### src/rtl/regfile_wb_arbiter.sv
// ---------------------------------------------------------------------------
// regfile_wb_arbiter
//
// Merges two writeback requesters (ALU on port 0, load unit on port 1) onto
// the single register-file write port. It also keeps a busy scoreboard, which
// the issue stage uses to reserve destinations and to detect source hazards.
//
// Parameters
//   FAIR          1 = round-robin between the two requesters,
//                 0 = requester 0 always wins a conflict
//
// Ports
//   clk           clock; every state update happens on the rising edge
//   rst           synchronous active-high reset
//   wb0_*         requester 0: valid / destination reg / data, ready = grant
//   wb1_*         requester 1: valid / destination reg / data, ready = grant
//   rsv_valid     issue stage wants to reserve rsv_reg
//   rsv_reg       register to reserve
//   rsv_ready     reservation accepted this cycle
//   rs1, rs2      source registers to test for hazards
//   rs1_busy      rs1 has a pending or in-flight value
//   rs2_busy      rs2 has a pending or in-flight value
//   reg_write     register-file write enable (registered)
//   write_reg     register-file write address (registered)
//   write_data    register-file write data (registered)
//   conflict_cnt  saturating count of cycles with both requesters valid
// ---------------------------------------------------------------------------
module regfile_wb_arbiter #(
    parameter int FAIR = 1
) (
    input  logic        clk,
    input  logic        rst,

    input  logic        wb0_valid,
    input  logic [4:0]  wb0_reg,
    input  logic [31:0] wb0_data,
    output logic        wb0_ready,

    input  logic        wb1_valid,
    input  logic [4:0]  wb1_reg,
    input  logic [31:0] wb1_data,
    output logic        wb1_ready,

    input  logic        rsv_valid,
    input  logic [4:0]  rsv_reg,
    output logic        rsv_ready,

    input  logic [4:0]  rs1,
    input  logic [4:0]  rs2,
    output logic        rs1_busy,
    output logic        rs2_busy,

    output logic        reg_write,
    output logic [4:0]  write_reg,
    output logic [31:0] write_data,

    output logic [15:0] conflict_cnt
);

    localparam logic [15:0] CNT_MAX = 16'hFFFF;

    // Index of the requester accepted most recently. Reset value 1 makes
    // requester 0 the winner of the first conflict under round-robin.
    logic        last_grant;

    // One bit per architectural register: a value is still being produced.
    logic [31:0] busy;
    logic [31:0] busy_next;

    // Acceptance decode for the current cycle.
    logic        acc0;
    logic        acc1;
    logic        acc_any;
    logic [4:0]  acc_reg;
    logic [31:0] acc_data;
    logic        rsv_fire;
    logic        conflict;

    assign conflict = wb0_valid && wb1_valid;

    // -----------------------------------------------------------------------
    // Grant logic. Purely combinational on the valids and last_grant; the
    // reset gate keeps every handshake closed during a reset cycle so that
    // nothing presented then can be accepted.
    // -----------------------------------------------------------------------
    always_comb begin
        // NOTE: every output of an always_comb gets a default on entry so no
        // path leaves it unassigned; a missing default infers a latch.
        wb0_ready = 1'b0;
        wb1_ready = 1'b0;
        if (!rst) begin
            if (conflict) begin
                // Round-robin hands the conflict to whoever did not win last.
                if ((FAIR != 0) && (last_grant == 1'b0)) begin
                    wb1_ready = 1'b1;
                end else begin
                    wb0_ready = 1'b1;
                end
            end else if (wb0_valid) begin
                wb0_ready = 1'b1;
            end else if (wb1_valid) begin
                wb1_ready = 1'b1;
            end
        end
    end

    assign acc0     = wb0_valid && wb0_ready;
    assign acc1     = wb1_valid && wb1_ready;
    assign acc_any  = acc0 || acc1;
    assign acc_reg  = acc1 ? wb1_reg  : wb0_reg;
    assign acc_data = acc1 ? wb1_data : wb0_data;

    // -----------------------------------------------------------------------
    // Reservation handshake. Only the registered scoreboard is consulted, so
    // a writeback in this same cycle cannot free the register early.
    // Register 0 is hardwired, so reserving it is always accepted and has no
    // effect.
    // -----------------------------------------------------------------------
    assign rsv_ready = !rst && (!busy[rsv_reg] || (rsv_reg == 5'd0));
    assign rsv_fire  = rsv_valid && rsv_ready && (rsv_reg != 5'd0);

    // -----------------------------------------------------------------------
    // Scoreboard next state. The clear is applied before the set so that a
    // reservation of the register being written back on the same edge wins:
    // the new producer owns the register after the edge. Clearing a register
    // that was never reserved is harmless.
    // -----------------------------------------------------------------------
    always_comb begin
        busy_next = busy;
        if (acc_any) begin
            busy_next[acc_reg] = 1'b0;
        end
        if (rsv_fire) begin
            busy_next[rsv_reg] = 1'b1;
        end
        busy_next[0] = 1'b0;
    end

    // -----------------------------------------------------------------------
    // Hazard outputs. The in-flight term covers the cycle in which the busy
    // bit has already cleared but the register file has not yet been written.
    // -----------------------------------------------------------------------
    assign rs1_busy = (busy[rs1] || (reg_write && (write_reg == rs1))) && (rs1 != 5'd0);
    assign rs2_busy = (busy[rs2] || (reg_write && (write_reg == rs2))) && (rs2 != 5'd0);

    // -----------------------------------------------------------------------
    // State registers.
    // -----------------------------------------------------------------------
    always_ff @(posedge clk) begin
        // NOTE: sequential state uses non-blocking assignments only, so every
        // register samples pre-edge values regardless of statement order.
        if (rst) begin
            // NOTE: the busy vector is reset like any other control register;
            // unlike a data RAM, stale contents here would stall issue forever.
            busy         <= '0;
            reg_write    <= 1'b0;
            write_reg    <= '0;
            write_data   <= '0;
            conflict_cnt <= '0;
            last_grant   <= 1'b1;
        end else begin
            busy <= busy_next;

            // Writes to register 0 are accepted but never reach the file.
            reg_write <= acc_any && (acc_reg != 5'd0);

            // Address and data hold when nothing is accepted.
            if (acc_any) begin
                write_reg  <= acc_reg;
                write_data <= acc_data;
                last_grant <= acc1;
            end

            if (conflict && (conflict_cnt != CNT_MAX)) begin
                conflict_cnt <= conflict_cnt + 16'd1;
            end
        end
    end

endmodule

### config.mk
export PLATFORM = sky130hd
export DESIGN_NAME = regfile_wb_arbiter
export DESIGN_NICKNAME = d
export VERILOG_FILES = /design/src/rtl/regfile_wb_arbiter.sv
export SDC_FILE = /design/constraint.sdc
export NUM_CORES = 1
export LEC_CHECK = 0
export CAP_MARGIN = 30
export CORE_MARGIN = 4
export CORE_UTILIZATION = 25
export DETAILED_ROUTE_END_ITERATION = 12
export SYNTH_ARGS = -nofsm -noshare
export SYNTH_HDL_FRONTEND = slang
export SYNTH_SLANG_ARGS = --single-unit
export TNS_END_PERCENT = 30
### constraint.sdc
create_clock -name clk -period 3.61 [get_ports clk]
set_input_delay 0.722 -clock clk [delete_from_list [all_inputs] [get_ports clk]]
set_output_delay 0.722 -clock clk [all_outputs]
set_load 0.05 [all_outputs]
-- After elaboration in Yosys (flattened, before gate mapping)
Index checks and enable logic that the tools add are counted.
- flip-flop bits (word level): 87
- bits in latches: 0
- memory bits (writable): 0
- bits in read-only memories: 0
- bits of input ports: 94
- word-level logic and storage cells: 68
- memories kept: 0
- add/sub/neg operators: 1
- multipliers: 0
- div/mod/pow operators: 0
- order comparisons: 6
- equality and inequality tests: 3
- shift-type cells: 0
- multiplexer cells: 23
- bitwise gates (word level): 3
- reductions and logical operators: 25
- operator list (cell ; number):
    two-way mux 32 bit ; 3
    bitwise AND 32 bit ; 1
    inverter 32 bit ; 1
    OR 32 bit ; 1
    less-than comparator 5 x 6 -> 1 bit, second input constant ; 4
    nonzero test 5 bit ; 4
    adder 16 x 1 -> 16 bit, second input constant ; 1
    != test 16 bit, second input constant ; 1
    binary-select mux 1 bit (select 5 bit) ; 3
    logical AND 1 bit ; 14
    two-way mux 1 bit ; 14
    demux 1 bit (select 5 bit) ; 2
    == test 5 bit ; 2
    >= comparator 5 x 1 -> 1 bit, second input constant ; 2
    zero test 5 bit ; 1
    two-way mux 5 bit ; 1
    logical OR 1 bit ; 4
    zero test 1 bit ; 2

-- Depth between registers and ports, before layout
Gate-level depths: netlist of run 1.
- word-level depth: 15
- gate-level depth with buffers: 7

-- Least setup slack after synthesis of run 1
OpenSTA, ideal clock, no wires.
- path kind: input -> output
- from: input port rs1[1]
- to: output port rs1_busy
- arrival: 3.411 ns
- data required time: 2.888 ns
- path slack: -0.523 ns
- cell stages on the path: 6
- cells stage by stage: clkbuf_1 > xnor2_1 > nand3_1 > o31ai_1 > a2111oi_0 > a2111oi_1
- longest elaborated chain between the ends: 4
- elaborated cells between the ends (all ways): 7
- those cells by class: eq/ne (1); mux (2); reduce/logical (4)
- ends and longest elaborated chain (what ; line ; source):
    from (decl) ; 48 ; input logic [4:0] rs1,
    binary-select mux 1 bit (select 5 bit) or == test 5 bit (tied branches) ; 143 ; assign rs1_busy = (busy[rs1] || (reg_write && (write_reg == rs1))) && (rs1 != 5'd0);
    two-way mux 1 bit (not written as such) or logical AND 1 bit (tied branches) ; 143 ;
    logical OR 1 bit ; 143 ;
    logical AND 1 bit * ; 143 ;
    to (decl) ; 50 ; output logic rs1_busy,
Mark *: on every way between the ends. The rest lies on a longest branch, timed or not. The select of a mux whose other input is x is not followed.

-- Final worst setup path of run 1
- from: input port rsv_reg[3]
- to: output port rsv_ready
- longest elaborated chain between the ends: 5
- elaborated cells between the ends (all ways): 6
- those cells by class: mux (2); reduce/logical (4)
- ends and longest elaborated chain (what ; line ; source):
    from (decl) ; 45 ; input logic [4:0] rsv_reg,
    binary-select mux 1 bit (select 5 bit) ; 119 ; assign rsv_ready = !rst && (!busy[rsv_reg] || (rsv_reg == 5'd0));
    two-way mux 1 bit (not written as such) ; 119 ;
    zero test 1 bit ; 119 ;
    logical OR 1 bit * ; 119 ;
    logical AND 1 bit * ; 119 ;
    to (decl) ; 46 ; output logic rsv_ready,
Marks and branches as above.

==> flow_summary_export.csv, run 1 <==
group,metric,value,unit
run_status,outcome,"complete, no violations",
floorplan,core.rowCount,50,
worst_setup_path,slowest_delay,0.72,ns
floorplan,pin_count,153,
cells_and_area,fillers,1944,
floorplan,core,18830,µm²
min_path,min_from,"write_data[18]",
power,power.share.clock,35.7,%
cells_and_area,num-nets-final,787,
power,p_seq_share,40.7,%
cts,clkLatencyLatePin,0.35,ns
routing,drc_errors,0,
cells_and_area,syn2layout_area_growth,45.04,%
logic_synthesis,synthCells,541,
global_routing,grt_use_total,14.93,%
power,p_int,1708,µW
placed_design,dpl.hpwl,12.04,mm
logic_synthesis,synthFlopType,"dfxtp_1",
power,switching_share,31.64,%
sta,fin_hold_ws,0.4966,ns
cts,clkSinkCount,86,
sta,clock_skew,0.007987,ns
power,p_comb_share,23.6,%
logic_synthesis,syn_avg_cell_area,8.934,µm²
worst_setup_path,r2r_end,"busy[23]",
routing,drt-total-wl,16.55,mm
cts,cts.htree.levels,3,
placed_design,io_buffers,152,
min_path,holdPathStages,2,
logic_synthesis,synth-edff-count,0,
logic_synthesis,synth_seq_area_share,35.62,%
routing,drt-vias-per-instance,5.066,
sta,slew_violations,0,
routing,via_count,4853,
floorplan,fp.dieArea,21620,µm²
sta,fmax,0.2873,GHz
global_routing,antenna_found_initial,2,
worst_setup_path,r2r_setup_slack,1.47,ns
sta,relSlewSlack,47.93,%
global_routing,grt_overflow,0,
power,power_density,356.5,nW/µm²
logic_synthesis,syn-num-nets,636,
placed_design,routabilityCongestion,0.8769,
cts,cts_root_buffer,"clkbuf_16",
cells_and_area,top_register,"write_data",
sta,period_minus_slack,3.480,ns
power,ir_drop,223.2,µV
cells_and_area,largest_reg_flops,32,
cts,cts_tree,"built",
flow_run,drv_cap,0,
cells_and_area,final_common_cell,"clkdlybuf4s50_1",
logic_synthesis,synth_area_leader_cell,"dfxtp_1",
cells_and_area,drive_gt1_share,12.77,%
sta,rsz0062_at_grt,"no",
logic_synthesis,yosysWarnings,0,
worst_setup_path,cp_slowest_cell,"clkdlybuf4s50_1",
cells_and_area,final_util,37.23,%
power,leakage,0.002460,µW
routing,initialDrtViolationCount,364,
global_routing,grt_pass1_wl,26.21,mm
logic_synthesis,async_flop_share,0,%
cells_and_area,layout_common_cells,"141 x clkdlybuf4s50_1, 86 x dfxtp_1, 67 x nand2_1, 64 x nor2_1, 30 x o21ai_0",
routing,wl_per_cell,17.28,µm
floorplan,initial_core_util,25.67,%
sta,post-route-period-util,96.40,%
worst_setup_path,critPathArrivalTime,2.76,ns
worst_setup_path,cp.required,2.89,ns
logic_synthesis,synthDistinctLibCells,60,
power,p_total,2499,µW
placed_design,post-place-ws,-0.2676,ns
min_path,min_to,"write_data[18]",
cts,cts_buffer_depth,2,
worst_setup_path,crit_chain,"clkdlybuf4s50_1, mux4_2, nor2b_1, a211oi_4, buf_4, buf_12",
worst_setup_path,reg2reg_from,"last_grant",
floorplan,die_w,147.0,µm
logic_synthesis,synth_seq_cells,86,
cts,path_clk_slew,0.06,ns
logic_synthesis,synth_top_area_share,35.62,%
routing,drtAntennaViolNets,0,
worst_setup_path,critPathMaxFanout,10,
global_routing,grt_pass1_vias,4748,
power,power_switching,790.7,µW
worst_setup_path,critPathCaptureType,"primary output",
logic_synthesis,synth_area,4833,µm²
worst_setup_path,rr_worst_depth,5,
sta,hold_viol_final,0,
sta,finalSetupViolations,0,
global_routing,grt_max_degree,33,
worst_setup_path,critPathLaunchType,"input pin",
logic_synthesis,synth_area_leaders,"dfxtp_1 36%, mux4_2 7.0%, mux4_1 5.4%",
sta,worst_slack,0.1299,ns
routing,first_pass_iters,5,
floorplan,fp.dieH,147.0,µm
worst_setup_path,crit_type,"input pin to primary output",
min_path,hold_path_class,"flip-flop to flip-flop",
cts,numCtsBuffers,9,
sta,tightestPinTransition,0.7739,ns
cells_and_area,top_regs,"write_data: 32 flops, busy: 31 flops, conflict_cnt: 16 flops",
Yosys cell counts, drive strengths merged, types with 3 or more instances:
master    n
a2111oi   4
a211oi    7
a21o      3
a21oi     9
a311o     3
a311oi   25
a31o      3
buf      14
clkbuf   24
dfxtp    86
inv      22
mux2      4
mux2i     4
mux4     25
nand2    68
nand3     9
nand4     8
nand4b    4
nor2     65
nor2b     7
nor3     15
nor4     11
o21ai    31
o22ai    11
o311ai   18
o32ai     8
or3       3
or4b      3
xnor2    10
xor2     13
per-layer routing:
layer	up-vias	global-route usage, %	part of all wire [%]
li1	2363	-	-
met1	2270	20.82	46
met2	191	21.61	44
met3	27	5.028	8.1
met4	2	5.079	2.3
met5	-	0	0.048
power groups by stage:
stage / combinational, µW / clock (µW) / sequential, µW
4_1_cts: 587 / 917 / 1020
5_1_grt: 628 / 960 / 1020
2_1_floorplan: 205 / 0 / 1160
3_3_place_gp: 583 / 0 / 1040
3_5_place_dp: 585 / 0 / 1040
6_report: 589 / 893 / 1020
stage by stage:
stage               setup TNS [ns]  cells  instance area, µm²
finish                           0    958                7010
global route                     0    958                7010
CTS                              0    955                6990
detailed placement         -0.3327    939                6714
global placement           -0.2341    939                6714
floorplan                        0    541                4838
area by class of cell:
type                    count  area [µm²]  share of cell area [%]
flip-flops and latches     86        1722                   24.56
multi-input cells         395        2875                   41.01
diodes                      1       2.502                 0.03570
clock inverters             7       48.80                  0.6961
inverters                  22       82.58                   1.178
well taps                 260       325.3                   4.640
repair buffers            178        1729                   24.67
clock buffers               9       225.2                   3.213
cell families after synthesis:
kind of cell,count (synthesis),synth area share (%)
and+or+nand+nor,208,20.79
AOI/OAI and AO/OA,130,19.75
DFF,86,35.62
buffers and inverters,60,5.151
muxes,33,14.26
xor gates and xnor gates,23,4.168
adders and majority gates,1,0.2588
worst max-delay path by stage:
stage          startpoint  depth (start not counted)  slack (ns)        end
3_3_place_gp   rsv_reg[0]                          7       -0.21  rsv_ready
2_1_floorplan      rs1[1]                          6        0.15   rs1_busy
6_report       rsv_reg[3]                          6        0.13  rsv_ready
5_1_grt            rs1[2]                          7        0.02   rs1_busy
4_1_cts            rs1[0]                          8       0.007   rs1_busy
3_5_place_dp   rsv_reg[0]                          7       -0.27  rsv_ready
worst max-delay path: cells and delay by family:
kind            cells  cell delay [ns]
compound gates      1             0.29
mux                 1             0.55
simple gates        1             0.18
buf+inv             3             1.01
timing repair:
item | in CTS | in global routing
cloned | 0 | 0
pin swaps | 2 | 2
setup buffers | 0 | 2
gates resized for setup | 4 | 13
hold buffers | 0 | 0
endpoints found under the setup margin | 3 | 2
Power figures use the tool's default switching activity.
==> inputs of run 2 (changes only) <==
CORE_UTILIZATION = 28   (was 25)
==> run 2 against run 1 <==
Compared with the run above:
- the run now ends with setup timing left
- wire length shrank 0.59%
- clock power grew 12%
- via count grew 3.2%
- critical path depth grew 1
- non-clock buffer count shrank 2
- global-route usage grew 1.5 points
- highest routed layer is now met4
==> flow_summary_export.csv, run 2 (synthesis results as in run 1) <==
group,metric,value,unit
run_status,outcome,"finished with violations",
run_status,violations,"setup timing",
cts,clkSinkCount,86,
sta,fmax,0.2767,GHz
power,p_int,1864,µW
floorplan,die_w,139.4,µm
global_routing,grt_pass1_vias,4979,
floorplan,core.rowCount,47,
cells_and_area,final_common_cell,"clkdlybuf4s50_1",
power,p_seq_share,39.1,%
placed_design,routabilityCongestion,0.9116,
cts,cts_tree,"built",
cells_and_area,multi_input_area,2892,µm²
sta,post-route-period-util,100.1,%
worst_setup_path,r2r_setup_slack,1.55,ns
routing,drtAntennaViolNets,0,
cts,cts.htree.levels,3,
cts,cts_root_buffer,"clkbuf_16",
cts,clkLatencyLatePin,0.34,ns
routing,initialDrtViolationCount,306,
sta,slew_violations,0,
worst_setup_path,critPathCaptureType,"primary output",
routing,wl_per_cell,17.99,µm
floorplan,core,16760,µm²
sta,finalSetupViolations,1,
floorplan,initial_core_util,28.84,%
placed_design,dpl.hpwl,12.01,mm
cts,cts_buffer_depth,2,
routing,drt-total-wl,16.46,mm
sta,worst_slack,-0.003737,ns
cells_and_area,top_regs,"write_data: 32 flops, busy: 31 flops, conflict_cnt: 16 flops",
min_path,hold_path_class,"flip-flop to flip-flop",
placed_design,io_buffers,152,
worst_setup_path,critPathBufInv,3,
power,power_density,371.8,nW/µm²
floorplan,fp.dieArea,19430,µm²
worst_setup_path,cp_top_family,"multiplexers",
worst_setup_path,crit_chain,"clkdlybuf4s50_1, buf_6, mux4_1, mux4_2, a211oi_2, a2111oi_2, buf_4",
global_routing,grt_max_degree,55,
flow_run,drv_cap,0,
routing,first_pass_iters,5,
worst_setup_path,crit_type,"input pin to primary output",
cells_and_area,fillers,1666,
power,p_comb_share,22.5,%
routing,via_count,5007,
cells_and_area,layout_common_cells,"143 x clkdlybuf4s50_1, 86 x dfxtp_1, 67 x nand2_1, 64 x nor2_1, 30 x o21ai_0",
global_routing,antenna_found_initial,0,
power,power_switching,744.9,µW
power,leakage,0.002499,µW
cells_and_area,largest_reg_flops,32,
cts,numCtsBuffers,9,
cts,path_clk_slew,0.06,ns
global_routing,grt_overflow,0,
sta,tightestPinTransition,0.8289,ns
worst_setup_path,critPathArrivalTime,2.89,ns
worst_setup_path,cp.required,2.89,ns
worst_setup_path,slowest_delay,0.56,ns
cells_and_area,insertedDiodeCount,0,
routing,drc_errors,0,
cells_and_area,num-nets-final,785,
global_routing,grt_pass1_wl,26.22,mm
cells_and_area,syn2layout_area_growth,45.17,%
routing,drt-vias-per-instance,5.472,
sta,clock_skew,0.006123,ns
sta,hold_viol_final,0,
cells_and_area,drive_gt1_share,11.22,%
sta,period_minus_slack,3.614,ns
cells_and_area,seqCellArea,1722,µm²
placed_design,post-place-ws,-0.1593,ns
cells_and_area,top_register,"write_data",
cts,cts_setup_buffers,0,
worst_setup_path,critPathMaxFanout,8,
power,switching_share,28.55,%
sta,relSlewSlack,44.74,%
worst_setup_path,cp_slowest_cell,"mux4_1",
floorplan,pin_count,153,
sta,rsz0062_at_grt,"yes",
sta,fin_hold_ws,0.4955,ns
global_routing,grt_use_total,16.38,%
power,ir_drop,211.8,µV
floorplan,fp.dieH,139.4,µm
worst_setup_path,critPathLaunchType,"input pin",
power,power.share.clock,38.4,%
[run 2: cell types whose count changed in the layout (fill, tap and decap cells not counted), moves of 2 or more]
| cell | change |
|---|---|
| a2111oi_0 | -2 |
| a2111oi_1 | +3 |
| buf_4 | -3 |
| bufinv_16 | +2 |
| clkbuf_1 | +2 |
| clkdlybuf4s50_1 | +2 |
| inv_6 | -2 |
| mux4_1 | +5 |
| mux4_2 | -5 |
[run 2: path summary, 6_finish.rpt]
kind | start | end | cells past startpoint
max | rs1[0] | rs1_busy | 7
min | write_data[31] | write_data[31] | 2
max reg2reg | conflict_cnt[0] | conflict_cnt[0] | 6
min reg2reg | write_data[31] | write_data[31] | 2
[run 2: area by class of cell]
cell class / count / area share, %
multi-input combinational: 395 / 41.21
timing repair buffer: 176 / 24.64
sequential: 86 / 24.54
tap: 220 / 3.923
clock buffer: 12 / 3.513
inverter: 22 / 1.177
clock inverter: 4 / 0.9986
[run 2: through the flow]
step                      area, µm²  util [%]  power [µW]  std cells  setup TNS (ns)
after floorplan                4838         -        1362        541               0
after global placement         6676     39.84        1615        899         -0.2002
after detailed placement       6676     39.84        1625        899         -0.2258
after CTS                      7005     41.80        2642        915               0
after global routing           7017     41.87        2716        915        -0.07367
final                          7017     41.87        2609        915       -0.003737
[run 2: layer usage]
metal / GRT usage (%) / routed length (µm)
met1: 20.67 / 7094
met2: 26.62 / 7675
met3: 3.877 / 1178
met5: 0 / 0
met4: 7.415 / 509
[run 2: power groups by stage]
stage	combinational (µW)	clock, µW	sequential (µW)
finish	588	1000	1020
global route	625	1070	1030
CTS	588	1030	1020
global placement	575	0	1040
floorplan	205	0	1160
detailed placement	584	0	1040
[run 2: repair_timing]
item / 4_1_cts / 5_1_grt
pin swaps: 1 / 0
gates resized for setup: 5 / 4
cloned: 0 / 0
hold buffers: 0 / 0
setup endpoints to repair: 2 / 3
[run 2: worst reg2reg max path, delay by kind of cell, from the launching register on]
family	cells	cell delay (ns)
flops	1	0.42
fa+ha+maj	1	0.20
compound gates	1	0.24
simple gates	3	0.90
xor+xnor	1	0.18
